[config.mk]
export PLATFORM = sky130hd
export DESIGN_NAME = player_move_ctrl_flat
export DESIGN_NICKNAME = d
export VERILOG_FILES = /design/src/rtl/player_move_ctrl_pkg.sv /design/src/rtl/player_move_ctrl_if.sv /design/src/rtl/move_target_calc.sv /design/src/rtl/player_move_ctrl.sv /design/src/flat_wrapper.sv
export SDC_FILE = /design/constraint.sdc
export NUM_CORES = 1
export LEC_CHECK = 0
export CELL_PAD_IN_SITES_DETAIL_PLACEMENT = 2
export CELL_PAD_IN_SITES_GLOBAL_PLACEMENT = 2
export CORE_MARGIN = 2
export CORE_UTILIZATION = 33
export CTS_BUF_LIST = sky130_fd_sc_hd__clkbuf_8
export CTS_CLUSTER_SIZE = 16
export DETAILED_ROUTE_END_ITERATION = 12
export PLACE_DENSITY = 0.95
export SLEW_MARGIN = 30
export SYNTH_ARGS = -nofsm -noshare
export SYNTH_HDL_FRONTEND = slang
export SYNTH_HIERARCHICAL = 1
export SYNTH_SLANG_ARGS = --single-unit
[constraint.sdc]
create_clock -name clk -period 3.5 [get_ports clk]
set_clock_uncertainty 0.15 [all_clocks]
set_input_delay 0.35 -clock clk [delete_from_list [all_inputs] [get_ports clk]]
set_output_delay 0.35 -clock clk [all_outputs]
set_load 0.03 [all_outputs]
[src/rtl/player_move_ctrl_pkg.sv]
// player_move_ctrl_pkg: tile codes, move directions and move FSM states shared by the map table and the player controller
package player_move_ctrl_pkg;

    localparam logic [2:0] MAP_ROAD0  = 3'b000;
    localparam logic [2:0] MAP_ROAD1  = 3'b001;
    localparam logic [2:0] MAP_WALL   = 3'b010;
    localparam logic [2:0] MAP_STAIRS = 3'b011;

    typedef enum logic [2:0] {
        DIR_NONE  = 3'd0,
        DIR_UP    = 3'd1,
        DIR_DOWN  = 3'd2,
        DIR_LEFT  = 3'd3,
        DIR_RIGHT = 3'd4
    } dir_t;

    typedef enum logic {
        S_IDLE  = 1'b0,
        S_QUERY = 1'b1
    } move_state_t;

    // Reserved codes 1xx are treated as wall.
    function automatic logic walkable(input logic [2:0] tile);
        return !tile[2] && tile != MAP_WALL;
    endfunction

endpackage

[src/rtl/player_move_ctrl_if.sv]
// player_move_ctrl_if: buttons, map read port and player status bundle
interface player_move_ctrl_if #(
    parameter int STEP_W = 10
);
    logic              btn_up;
    logic              btn_down;
    logic              btn_left;
    logic              btn_right;
    logic              sw_map;
    logic [5:0]        map_x;
    logic [5:0]        map_y;
    logic [2:0]        map_tile;
    logic [5:0]        pos_x;
    logic [5:0]        pos_y;
    logic [STEP_W-1:0] step_count;
    logic              on_stairs;
    logic              stairs_hit;
    logic              bump;
    logic              busy;

    modport master (
        input  btn_up, btn_down, btn_left, btn_right, sw_map, map_tile,
        output map_x, map_y, pos_x, pos_y, step_count, on_stairs, stairs_hit, bump, busy
    );

    modport slave (
        output btn_up, btn_down, btn_left, btn_right, sw_map, map_tile,
        input  map_x, map_y, pos_x, pos_y, step_count, on_stairs, stairs_hit, bump, busy
    );
endinterface

[src/rtl/move_target_calc.sv]
// move_target_calc: neighbour cell for a direction, bounds checked before any arithmetic
module move_target_calc
    import player_move_ctrl_pkg::*;
#(
    parameter int MAP_W = 20,
    parameter int MAP_H = 10
) (
    input  logic [5:0] pos_x,
    input  logic [5:0] pos_y,
    input  dir_t       dir,
    output logic [5:0] tgt_x,
    output logic [5:0] tgt_y,
    output logic       oob
);
    localparam logic [5:0] X_MAX = 6'(MAP_W - 1);
    localparam logic [5:0] Y_MAX = 6'(MAP_H - 1);

    // An out-of-range move leaves the target on the current cell.
    always_comb begin
        tgt_x = pos_x;
        tgt_y = pos_y;
        oob   = 1'b0;
        case (dir)
            DIR_UP:    if (pos_y == 6'd0)  oob = 1'b1; else tgt_y = pos_y - 6'd1;
            DIR_DOWN:  if (pos_y == Y_MAX) oob = 1'b1; else tgt_y = pos_y + 6'd1;
            DIR_LEFT:  if (pos_x == 6'd0)  oob = 1'b1; else tgt_x = pos_x - 6'd1;
            DIR_RIGHT: if (pos_x == X_MAX) oob = 1'b1; else tgt_x = pos_x + 6'd1;
            default:   oob = 1'b0;
        endcase
    end
endmodule

[src/rtl/player_move_ctrl.sv]
// player_move_ctrl: turns direction pulses into map-checked grid moves
module player_move_ctrl
    import player_move_ctrl_pkg::*;
#(
    parameter int MAP_W   = 20,
    parameter int MAP_H   = 10,
    parameter int START_X = 1,
    parameter int START_Y = 1,
    parameter int STEP_W  = 10
) (
    input logic                clk,
    input logic                rst,
    player_move_ctrl_if.master bus
);
    localparam logic [5:0] SX = 6'(START_X);
    localparam logic [5:0] SY = 6'(START_Y);

    move_state_t       state;
    move_state_t       state_next;
    dir_t              dir;
    logic [5:0]        tgt_x;
    logic [5:0]        tgt_y;
    logic              oob;
    logic              tgt_oob;
    logic              sw_map_q;
    logic              map_change;
    logic [5:0]        map_x;
    logic [5:0]        map_y;
    logic [5:0]        pos_x;
    logic [5:0]        pos_y;
    logic [STEP_W-1:0] step_count;
    logic              on_stairs;
    logic              stairs_hit;
    logic              bump;

    assign map_change = bus.sw_map != sw_map_q;

    // Fixed priority up > down > left > right; lower simultaneous pulses are dropped.
    always_comb begin
        dir = bus.btn_up    ? DIR_UP    :
              bus.btn_down  ? DIR_DOWN  :
              bus.btn_left  ? DIR_LEFT  :
              bus.btn_right ? DIR_RIGHT : DIR_NONE;
    end

    move_target_calc #(
        .MAP_W (MAP_W),
        .MAP_H (MAP_H)
    ) u_target (
        .pos_x (pos_x),
        .pos_y (pos_y),
        .dir   (dir),
        .tgt_x (tgt_x),
        .tgt_y (tgt_y),
        .oob   (oob)
    );

    // Move FSM state register.
    always_ff @(posedge clk) begin
        if (rst) state <= S_IDLE;
        else     state <= state_next;
    end

    // A map change abandons any query; every query lasts exactly one cycle.
    always_comb begin
        state_next = S_IDLE;
        if (!map_change && state == S_IDLE && dir != DIR_NONE) state_next = S_QUERY;
    end

    // Lookup address, committed position, step count and result pulses.
    always_ff @(posedge clk) begin
        if (rst) begin
            sw_map_q   <= bus.sw_map;
            tgt_oob    <= 1'b0;
            map_x      <= SX;
            map_y      <= SY;
            pos_x      <= SX;
            pos_y      <= SY;
            step_count <= '0;
            on_stairs  <= 1'b0;
            stairs_hit <= 1'b0;
            bump       <= 1'b0;
        end else begin
            sw_map_q   <= bus.sw_map;
            stairs_hit <= 1'b0;
            bump       <= 1'b0;
            if (map_change) begin
                map_x      <= SX;
                map_y      <= SY;
                pos_x      <= SX;
                pos_y      <= SY;
                step_count <= '0;
                on_stairs  <= 1'b0;
            end else if (state == S_IDLE) begin
                map_x   <= tgt_x;
                map_y   <= tgt_y;
                tgt_oob <= oob;
            end else if (!tgt_oob && walkable(bus.map_tile)) begin
                pos_x      <= map_x;
                pos_y      <= map_y;
                step_count <= step_count + STEP_W'(~&step_count);
                on_stairs  <= bus.map_tile == MAP_STAIRS;
                stairs_hit <= bus.map_tile == MAP_STAIRS;
            end else begin
                map_x <= pos_x;
                map_y <= pos_y;
                bump  <= 1'b1;
            end
        end
    end

    assign bus.map_x      = map_x;
    assign bus.map_y      = map_y;
    assign bus.pos_x      = pos_x;
    assign bus.pos_y      = pos_y;
    assign bus.step_count = step_count;
    assign bus.on_stairs  = on_stairs;
    assign bus.stairs_hit = stairs_hit;
    assign bus.bump       = bump;
    assign bus.busy       = state == S_QUERY;
endmodule

[src/flat_wrapper.sv]
// flat-port wrapper written by rule: the top's interface ports become plain ports
module player_move_ctrl_flat import player_move_ctrl_pkg::*;
#(
    parameter int MAP_W   = 20,
    parameter int MAP_H   = 10,
    parameter int START_X = 1,
    parameter int START_Y = 1,
    parameter int STEP_W  = 10
)
  (clk, rst, bus_btn_up, bus_btn_down, bus_btn_left, bus_btn_right, bus_sw_map, bus_map_tile, bus_map_x, bus_map_y, bus_pos_x, bus_pos_y, bus_step_count, bus_on_stairs, bus_stairs_hit, bus_bump, bus_busy);
  player_move_ctrl_if #(.STEP_W(STEP_W)) bus_i ();
  input logic clk;
  input logic rst;
  input wire logic [$bits(bus_i.btn_up)-1:0] bus_btn_up;
  input wire logic [$bits(bus_i.btn_down)-1:0] bus_btn_down;
  input wire logic [$bits(bus_i.btn_left)-1:0] bus_btn_left;
  input wire logic [$bits(bus_i.btn_right)-1:0] bus_btn_right;
  input wire logic [$bits(bus_i.sw_map)-1:0] bus_sw_map;
  input wire logic [$bits(bus_i.map_tile)-1:0] bus_map_tile;
  output wire logic [$bits(bus_i.map_x)-1:0] bus_map_x;
  output wire logic [$bits(bus_i.map_y)-1:0] bus_map_y;
  output wire logic [$bits(bus_i.pos_x)-1:0] bus_pos_x;
  output wire logic [$bits(bus_i.pos_y)-1:0] bus_pos_y;
  output wire logic [$bits(bus_i.step_count)-1:0] bus_step_count;
  output wire logic [$bits(bus_i.on_stairs)-1:0] bus_on_stairs;
  output wire logic [$bits(bus_i.stairs_hit)-1:0] bus_stairs_hit;
  output wire logic [$bits(bus_i.bump)-1:0] bus_bump;
  output wire logic [$bits(bus_i.busy)-1:0] bus_busy;
  assign bus_i.btn_up = bus_btn_up;
  assign bus_i.btn_down = bus_btn_down;
  assign bus_i.btn_left = bus_btn_left;
  assign bus_i.btn_right = bus_btn_right;
  assign bus_i.sw_map = bus_sw_map;
  assign bus_i.map_tile = bus_map_tile;
  assign bus_map_x = bus_i.map_x;
  assign bus_map_y = bus_i.map_y;
  assign bus_pos_x = bus_i.pos_x;
  assign bus_pos_y = bus_i.pos_y;
  assign bus_step_count = bus_i.step_count;
  assign bus_on_stairs = bus_i.on_stairs;
  assign bus_stairs_hit = bus_i.stairs_hit;
  assign bus_bump = bus_i.bump;
  assign bus_busy = bus_i.busy;
  player_move_ctrl #(.MAP_W(MAP_W), .MAP_H(MAP_H), .START_X(START_X), .START_Y(START_Y), .STEP_W(STEP_W)) u_core (.clk(clk), .rst(rst), .bus(bus_i));
endmodule
==> summary.md, run 1 <==
| Metric | Value |
|---|---|
| Most frequent cell after synthesis | `dfxtp_1` |
| Final Cell Area | `between 0.003 and 0.004 mm^2` |
| Total power | `slightly above 1 mW` |
| Reg-to-reg startpoint | `u_core/bus.step_count[4]` |
| Critical Path, Cell by Cell | `clkdlybuf4s50_1, nor2_1, nor2_1, or3b_1, a31oi_4, a211oi_1, nor2_1, o21ai_0, a31oi_1` |
| Syn avg cell area | `approximately 8.2 um^2` |
| Slew Limit Fails | `0` |
| Initial antenna violation count | `0` |
| Global-route wire length before repair | `about 14 mm` |
| Largest net degree at the start of global routing | `33` |
| Tcrit/Tclk final | `0.772` |
| Post-Syn Nets | `a little over 300` |
| Yosys warnings | `6` |
| DP Cell Count | `between 400 and 500` |
| RSZ-0062 raised after global routing | `no` |
| Post-CTS repair timing setup buffer count | `0` |
| Top FF cell, synth | `dfxtp_1` |
| Final worst slack | `between 700 and 800 ps` |
| Worst Hold End | `u_core/bus.on_stairs` |
| DRC errors left | `0` |
| Hpwl dp | `5.84 mm` |
| Slew of the pin with the lowest slew margin | `around 850 ps` |
| CP arrival | `about 2800 ps` |
| Root Buffer | `clkbuf_8` |
| Post-synth top area cell | `dfxtp_1` |
| Status | `finished clean` |
| Place WS | `~580 ps` |
| Met2 Use GR | `0.397` |
| Layout Cells excl Fill | `~430` |
| Chip height | `roughly 89 um` |
| Worst Path Buf+Inv | `1` |
| Hold depth | `2` |
| Number of nets with antenna violations after routing | `0` |
| CTS tree | `built` |
| Worst-path fanout max | `8` |
| Clk Latency, worst-skew pair | `about 310 ps` |
| Slew headroom | `0.431` |
| CTS H-tree depth | `2` |
| Layout cells sized above 1 | `0.0781` |
| Worst Path Required | `approximately 3600 ps` |
| Seq/Total Area, Yosys | `0.337` |
| Cell area after synthesis | `0.00237 mm^2` |
| Hold-fix buffers at CTS | `0` |
| Largest cells by area after synthesis | `dfxtp_1 34%, nand2_1 5.5%, mux2i_1 5.5%` |
| DR vias | `2392` |
| Final hold vios | `0` |
| Die X-Extent | `approximately 90 um` |
| Min Hold Slack | `between 300 and 400 ps` |
| Detailed Route WL | `roughly 8.6 mm` |
| Wire per inst | `~20 um` |
| Post-synth EDFFs | `0` |
| Post-layout util | `0.441` |
| Core ar. | `around 0.007 mm^2` |
| Tmin final | `~2700 ps` |
| FF+latch count, synth | `40` |
| Met3 Usage GRT | `0.0448` |
| Slowest Stage Delay on Critical Path | `between 500 and 600 ps` |
| Worst Path Class, Setup | `in -> reg` |
| Delay-heaviest family, CP | `simple AND/OR/NAND/NOR gates` |
| Max_cap viols | `0` |
| Drt first pass iters | `4` |
| # fillers | `approximately 760` |
| Layer with the highest usage | `met2` |
| R2R depth | `9` |
| Row count | `30` |
| Area after DPL | `a little under 0.003 mm^2` |
| Area Growth Syn to Fin | `27.6%` |
| # clock sinks | `40` |
| GRT Overall Usage | `0.229` |
| Number of global-route vias before repair | `roughly 2600` |
| Endpoints failing setup | `0` |
| Worst vdd ir | `0.166 mV` |
| Most used cell, CP | `nor2_1` |
| Synth top cells by count | `40 x dfxtp_1, 35 x nand2_1, 28 x nor2_1` |
| RR Endpoint | `u_core/bus.step_count[8]` |
| Final net count | `350` |
| I/O pin cnt | `48` |
| Critical Path Start Type | `input pin` |
| Hold crit path type | `reg -> reg` |
| Vias/cell | `between 5 and 6` |
| Full die area | `0.00789 mm^2` |
| Clock Pin Slew Worst Setup and Hold Paths | `roughly 90 ps` |
| Clock buffer count from CTS | `5` |
| Share of the synthesized area in the top cell type | `0.337` |
| Hold Crit Start | `u_core/bus.on_stairs` |
| Crit path capture type | `register` |
| Async S/R FF share, synth | `0` |
| Cell area power density | `~340 mW/mm^2` |
| Port-buffer cells | `47` |
| Met1 usage | `0.291` |
| Max Clk Rate | `about 0.37 GHz` |
| Setup TNS | `0 ps` |
| Starting density of the core | `0.346` |
| Routability Congestion | `a little under 0.8` |
| N_diodes | `0` |
| R2R Setup Slk | `about 1100 ps` |
| DRT iter0 DRCs | `66` |
| Aggregate global routing overflow | `0` |
| Post-CTS Resized | `0` |
| Critical path's slowest cell | `or3b_1` |
| Post-Syn Instances | `289` |
| Clock buffer depth | `2` |
| Leak | `about 1.0 nW` |
| Post-synth cell types | `between 50 and 60` |
worst max path at each step:
stage | startpoint | endpoint | cells after the start
after floorplan | bus_btn_up | u_core/bus.map_x[5] | 7
after global placement | bus_btn_left | u_core/bus.map_y[2] | 9
after detailed placement | bus_btn_down | u_core/bus.map_x[2] | 9
after CTS | bus_btn_down | u_core/bus.map_x[2] | 9
after global routing | bus_btn_left | u_core/bus.map_x[2] | 9
final | bus_btn_down | u_core/bus.map_y[1] | 9
registers in the layout, indices dropped and copies added (netlist names):
register and count:
u_core/bus.step_count 10, u_core/bus.map_x 6, u_core/bus.map_y 6, u_core/bus.pos_x 6, u_core/bus.pos_y 6, u_core/bus.bump 1, u_core/bus.busy 1, u_core/bus.on_stairs 1
u_core/bus.stairs_hit 1, u_core/sw_map_q 1, u_core/tgt_oob 1
power by group:
group / internal (mW) / switching [mW] / leakage [nW]
clock network: 0.211 / 0.180 / 0.0541
registers: 0.464 / 0.00999 / 0.324
logic: 0.0582 / 0.0982 / 0.632
final cells by class:
class                           count  area, um^2  share of cell area
Sequential cell                    40         801               0.264
Clock inverter                      3        42.5              0.0140
Inverter                           10        37.5              0.0124
Tap cell                           96         120              0.0397
Timing Repair Buffer               52         508               0.168
Multi-Input combinational cell    223        1450               0.479
Clock buffer                        5        68.8              0.0227
kinds of logic (layout without fill, tap and decap cells):
group,after synthesis,after routing,share of synthesized area
buf+inv,26,70,0.0516
xor+xnor,11,11,0.0406
simple gates,127,127,0.283
flops,40,40,0.337
mux,14,14,0.0595
compound gates,63,63,0.186
fa+ha+maj,8,8,0.0422
layout by cell type (no fill, tap or decap), types with 5 or more instances in the layout:
cell type and instances:
clkdlybuf4s50_1 47, dfxtp_1 40, nand2_1 35, nor2_1 28, o21ai_0 14, mux2i_1 13
a31oi_1 13, nand3_1 10, inv_1 10, a21oi_1 10, nor3_1 9, nand4_1 8
ha_1 8, xnor2_1 7, clkbuf_8 5, buf_4 5, nand2b_1 5
per-layer routing:
metal	vias to the layer above	share of wire
li1	1132	-
met1	1197	0.45
met2	51	0.51
met3	12	0.026
met4	0	0.015
met5	-	0
worst register-to-register path, delay by kind of cell, from the launching register on:
family	cells	cell delay (ps)
and+or+nand+nor	6	1010
DFF	1	480
adders and majority gates	2	430
xor gates and xnor gates	1	200
Note: power is estimated with default switching activity, not from simulation.
==> inputs of run 2 (changes only) <==
Settings changed: CORE_UTILIZATION 33 to 28, PLACE_DENSITY 0.95 to 0.87.
Clock period 3.5 ns to 2.4 ns, I/O delays scaled along.
==> summary.md, run 2 (synthesis gave the netlist of run 1 again) <==
| Metric | Value |
|---|---|
| Status | `finished clean` |
| Worst vdd ir | `between 0.2 and 0.25 mV` |
| # clock sinks | `40` |
| Reg area | `801 um^2` |
| Critical path's slowest cell | `clkdlybuf4s50_1` |
| Largest net degree at the start of global routing | `29` |
| Tcrit/Tclk final | `0.965` |
| Die X-Extent | `96.1 um` |
| # fillers | `a little over 900` |
| Max_cap viols | `0` |
| Worst Path Buf+Inv | `3` |
| Full die area | `0.00923 mm^2` |
| R2R Setup Slk | `~200 ps` |
| Vias/cell | `5.35` |
| CP arrival | `approximately 2400 ps` |
| N_diodes | `0` |
| Post-layout util | `0.389` |
| Initial antenna violation count | `0` |
| Chip height | `slightly below 100 um` |
| Area Growth Syn to Fin | `34.6%` |
| Hold crit path type | `in -> reg` |
| Aggregate global routing overflow | `0` |
| Reg-to-reg startpoint | `u_core/bus.step_count[4]` |
| CTS tree | `built` |
| Global-route wire length before repair | `13.9 mm` |
| Layout cells sized above 1 | `0.135` |
| Clock buffer depth | `2` |
| Final Cell Area | `around 0.0032 mm^2` |
| GRT Overall Usage | `0.195` |
| Endpoints failing setup | `0` |
| Number of global-route vias before repair | `between 2000 and 3000` |
| Starting density of the core | `0.289` |
| Delay-heaviest family, CP | `simple AND/OR/NAND/NOR gates` |
| I/O pin cnt | `48` |
| Tmin final | `around 2300 ps` |
| Critical Path, Cell by Cell | `clkdlybuf4s50_1, nor4b_2, buf_4, buf_4, or3b_4, nor4b_2, a211o_1, and2_1, o21ai_1, a31oi_1` |
| Place WS | `-360 ps` |
| Leak | `between 1 and 1.5 nW` |
| Crit path capture type | `register` |
| Hold Crit Start | `bus_btn_down` |
| DR vias | `about 2400` |
| Commonest non-fill, non-tap cell in the layout | `clkdlybuf4s50_1` |
| Core ar. | `~0.008 mm^2` |
| Area after DPL | `0.00306 mm^2` |
| Critical Path Start Type | `input pin` |
| Routability Congestion | `0.819` |
| Cell area power density | `approximately 450 mW/mm^2` |
| Final hold vios | `0` |
| Number of nets with antenna violations after routing | `0` |
| Final worst slack | `84.1 ps` |
| Clk Latency, worst-skew pair | `roughly 300 ps` |
| Worst Hold End | `u_core/bus.busy` |
| Wire per inst | `around 19 um` |
| Worst Path Required | `roughly 2500 ps` |
| Largest Register | `u_core/bus.step_count` |
| Clock Pin Slew Worst Setup and Hold Paths | `around 80 ps` |
| Worst Path Class, Setup | `in -> reg` |
| DRC errors left | `0` |
| Clock buffer count from CTS | `5` |
| Multi-input logic area | `0.00150 mm^2` |
| Slew headroom | `0.542` |
| Max FFs per register | `10` |
| Slowest Stage Delay on Critical Path | `roughly 530 ps` |
| Max Clk Rate | `~0.43 GHz` |
| Port-buffer cells | `47` |
| DRT iter0 DRCs | `90` |
| Slew Limit Fails | `0` |
| Detailed Route WL | `8.65 mm` |
| Setup TNS | `0 ps` |
| Worst-path fanout max | `5` |
| Commonest cells after routing, fill and taps aside | `46 x clkdlybuf4s50_1, 40 x dfxtp_1, 35 x nand2_1` |
| Drt first pass iters | `4` |
| Post-CTS repair timing setup buffer count | `0` |
| Slew of the pin with the lowest slew margin | `between 600 and 700 ps` |
| Root Buffer | `clkbuf_8` |
| R2R depth | `9` |
| RR Endpoint | `u_core/bus.step_count[8]` |
| Hold depth | `3` |
| Min Hold Slack | `around 290 ps` |
| Hpwl dp | `a little over 6 mm` |
| Final net count | `around 370` |
| CTS H-tree depth | `2` |
| Row count | `33` |
[run 2: cell types whose count changed in the layout (fill, tap and decap cells not counted), sizes merged]
cell / delta
buf: +15
clkbuf: +2
bufinv: -1
clkdlybuf4s50: -1
clkinv: -1
clkinvlp: -1
dlymetal6s2s: +1
[run 2: layout make-up]
type                            instances  area share
Multi-Input combinational cell        223       0.468
Sequential cell                        40       0.250
Timing Repair Buffer                   67       0.199
Tap cell                              105      0.0411
Clock buffer                            7      0.0301
Inverter                               10      0.0117
[run 2: routing by layer]
| metal | wire length, um | GRT usage |
|---|---|---|
| met1 | 3980 | 0.252 |
| met2 | 4390 | 0.337 |
| met3 | 167 | 0.0274 |
| met4 | 108 | 0.0524 |
| met5 | 0 | 0 |
[run 2: repair_timing]
action | in CTS | in global routing
gates cloned | 0 | 0
hold endpoints to repair | 0 | 0
hold buffers | 0 | 0
endpoints found under the setup margin | 4 | 9
gates resized for setup | 2 | 9
pin swaps | 0 | 0
[run 2: worst min-delay path: stages]
cell and delay, ps:
dlymetal6s2s_1 170, nor4_1 110, nor3_1 160
[run 2: per-stage QoR]
stage	std cells	power, mW
CTS	452	1.45
finish	452	1.44
detailed placement	445	0.946
floorplan	289	0.845
global placement	445	0.936
global route	452	1.51
[run 2: worst max path at each step]
stage	from	endpoint	slack (ps)	depth (start not counted)
2_1_floorplan	bus_btn_up	u_core/bus.map_x[5]	200	7
3_3_place_gp	bus_btn_up	u_core/bus.map_y[1]	-240	9
3_5_place_dp	bus_btn_down	u_core/bus.map_y[5]	-360	9
4_1_cts	bus_btn_left	u_core/bus.map_x[3]	20	9
5_1_grt	u_core/bus.step_count[5]	u_core/bus.step_count[8]	-20	9
6_report	bus_btn_left	u_core/bus.map_y[5]	80	10
[run 2: report_power, final]
part	switching, mW	internal [mW]	total [mW]
clock	0.243	0.256	0.499
sequential	0.0151	0.677	0.692
combinational	0.147	0.100	0.248
total	0.406	1.03	1.44
==> inputs of run 3 (changes only) <==
Settings changed: CORE_MARGIN 2 to default.
==> summary.md, run 3 (synthesis gave the netlist of run 1 again) <==
| Metric | Value |
|---|---|
| Clock share of power | `0.362` |
| Worst Path Buf+Inv | `0` |
| Clock buffer depth | `2` |
| Aggregate global routing overflow | `0` |
| Clk Latency, worst-skew pair | `approximately 290 ps` |
| Max FFs per register | `10` |
| Port-buffer cells | `47` |
| Leak | `between 1 and 1.5 nW` |
| Chip height | `approximately 94 um` |
| DP Cell Count | `between 400 and 500` |
| Full die area | `just under 0.009 mm^2` |
| Hold Crit Start | `u_core/bus.on_stairs` |
| Worst Path Required | `between 2000 and 2500 ps` |
| CTS tree | `built` |
| Tcrit/Tclk final | `0.975` |
| Area after DPL | `roughly 0.0031 mm^2` |
| DRT iter0 DRCs | `58` |
| Number of nets with antenna violations after routing | `0` |
| Hold-fix buffers at CTS | `0` |
| Slew of the pin with the lowest slew margin | `slightly above 700 ps` |
| Post-layout util | `0.393` |
| Place WS | `-253 ps` |
| Row count | `33` |
| Max_cap viols | `0` |
| Critical Path, Cell by Cell | `nand4_1, nor2_1, nand3_1, ha_1, ha_1, nand4_1, nor4_2, xnor2_1, nor2_1` |
| Commonest non-fill, non-tap cell in the layout | `clkdlybuf4s50_1` |
| Slew headroom | `0.521` |
| Tmin final | `roughly 2300 ps` |
| Min Hold Slack | `329 ps` |
| Critical path's slowest cell | `dfxtp_1` |
| Vias/cell | `5.30` |
| CTS H-tree depth | `2` |
| Global-route wire length before repair | `~14 mm` |
| Commonest cells after routing, fill and taps aside | `47 x clkdlybuf4s50_1, 39 x dfxtp_1, 35 x nand2_1` |
| Core ar. | `approximately 0.008 mm^2` |
| Layout Cells excl Fill | `between 400 and 500` |
| Clock buffer count from CTS | `5` |
| Endpoints failing setup | `0` |
| Layout cells sized above 1 | `0.148` |
| Final worst slack | `~60 ps` |
| Wire per inst | `18.6 um` |
| I/O pin cnt | `48` |
| Detailed Route WL | `between 8 and 9 mm` |
| Hold crit path type | `reg -> reg` |
| RSZ-0062 raised after global routing | `yes` |
| Worst-path fanout max | `5` |
| Final net count | `369` |
| GRT Overall Usage | `0.200` |
| Clock Pin Slew Worst Setup and Hold Paths | `roughly 80 ps` |
| Largest Register | `u_core/bus.step_count` |
| Final hold vios | `0` |
| CP arrival | `between 2000 and 2500 ps` |
| R2R Setup Slk | `about 60 ps` |
| Number of global-route vias before repair | `between 2000 and 3000` |
| Worst Path Class, Setup | `reg -> reg` |
| Hold depth | `2` |
| DR vias | `between 2000 and 2500` |
| # clock sinks | `40` |
| Slew Limit Fails | `0` |
| N_diodes | `0` |
| Max Clk Rate | `between 0.4 and 0.5 GHz` |
| P_sw | `0.390 mW` |
| Die X-Extent | `approximately 94 um` |
| Slowest Stage Delay on Critical Path | `roughly 450 ps` |
| Drt first pass iters | `4` |
| Logic pwr share | `0.168` |
| RR Endpoint | `u_core/bus.step_count[6]` |
| R2R depth | `9` |
| Net Sw Frac | `0.265` |
| Setup TNS | `0 ps` |
| Flop pwr share | `0.470` |
| Crit path capture type | `register` |
| Delay-heaviest family, CP | `simple AND/OR/NAND/NOR gates` |
| Total power | `1.47 mW` |
| Area Growth Syn to Fin | `36.0%` |
| Root Buffer | `clkbuf_8` |
| Routability Congestion | `~0.78` |
| Largest net degree at the start of global routing | `29` |
| Hpwl dp | `roughly 6.4 mm` |
| Initial antenna violation count | `0` |
| Cell area power density | `between 400 and 500 mW/mm^2` |
| DRC errors left | `0` |
| Worst vdd ir | `0.307 mV` |
| Final Cell Area | `approximately 0.0032 mm^2` |
| Worst Hold End | `u_core/bus.on_stairs` |
| Critical Path Start Type | `register` |
| Status | `finished clean` |
| # fillers | `between 900 and 1000` |
| Starting density of the core | `0.289` |
| Reg-to-reg startpoint | `u_core/bus.step_count[4]` |
| Design internal power | `~1.1 mW` |
==> run 3: cell types whose count changed in the layout (fill, tap and decap cells not counted), moves of 2 or more <==
cell	change
o21ai_1	-2
clkbuf_8	-2
o21ai_0	+2
buf_4	+5
==> run 3: power groups by stage <==
| stage | Sequential [mW] | Clock [mW] | Combinational (mW) |
|---|---|---|---|
| after floorplan | 0.729 | 0 | 0.116 |
| after global placement | 0.706 | 0 | 0.230 |
| after detailed placement | 0.707 | 0 | 0.240 |
| after CTS | 0.692 | 0.552 | 0.242 |
| after global routing | 0.694 | 0.573 | 0.268 |
| final | 0.692 | 0.533 | 0.247 |
==> run 3: what timing repair did <==
action,4_1_cts,5_1_grt
setup buffers,0,1
gates resized for setup,0,10
endpoints found under the hold margin,0,0
endpoints found under the setup margin,0,11
==> run 3: layout make-up <==
type | count | area (um^2) | share of cell area
inverters | 10 | 37.5 | 0.0116
clock buffers | 5 | 68.8 | 0.0213
multi-input cells | 223 | 1500 | 0.465
clock inverters | 3 | 38.8 | 0.0120
repair buffers | 71 | 651 | 0.201
well taps | 105 | 131 | 0.0407
flip-flops and latches | 40 | 802 | 0.248
==> run 3: how the worst max path moves through the flow <==
stage | from | to | slack (ps) | cells past startpoint
after floorplan | bus_btn_up | u_core/bus.map_x[5] | 200 | 7
after global placement | bus_btn_up | u_core/bus.map_x[5] | -160 | 9
after detailed placement | bus_btn_left | u_core/bus.map_x[2] | -250 | 10
after CTS | u_core/bus.step_count[4] | u_core/bus.step_count[6] | 40 | 9
after global routing | u_core/bus.step_count[4] | u_core/bus.step_count[6] | -50 | 9
final | u_core/bus.step_count[4] | u_core/bus.step_count[6] | 60 | 9
==> run 3: metal layers <==
layer	routed length, um	up-vias	track usage
li1	-	1170	-
met1	3620	1190	0.231
met2	4540	46	0.381
met3	177	14	0.0267
met4	164	0	0.0538
met5	0	-	0
==> run 3: tightest hold or removal path, stage by stage (launching register included) <==
cell,delay [ps]
dfxtp_1,310
nand2b_1,70
a21oi_1,60
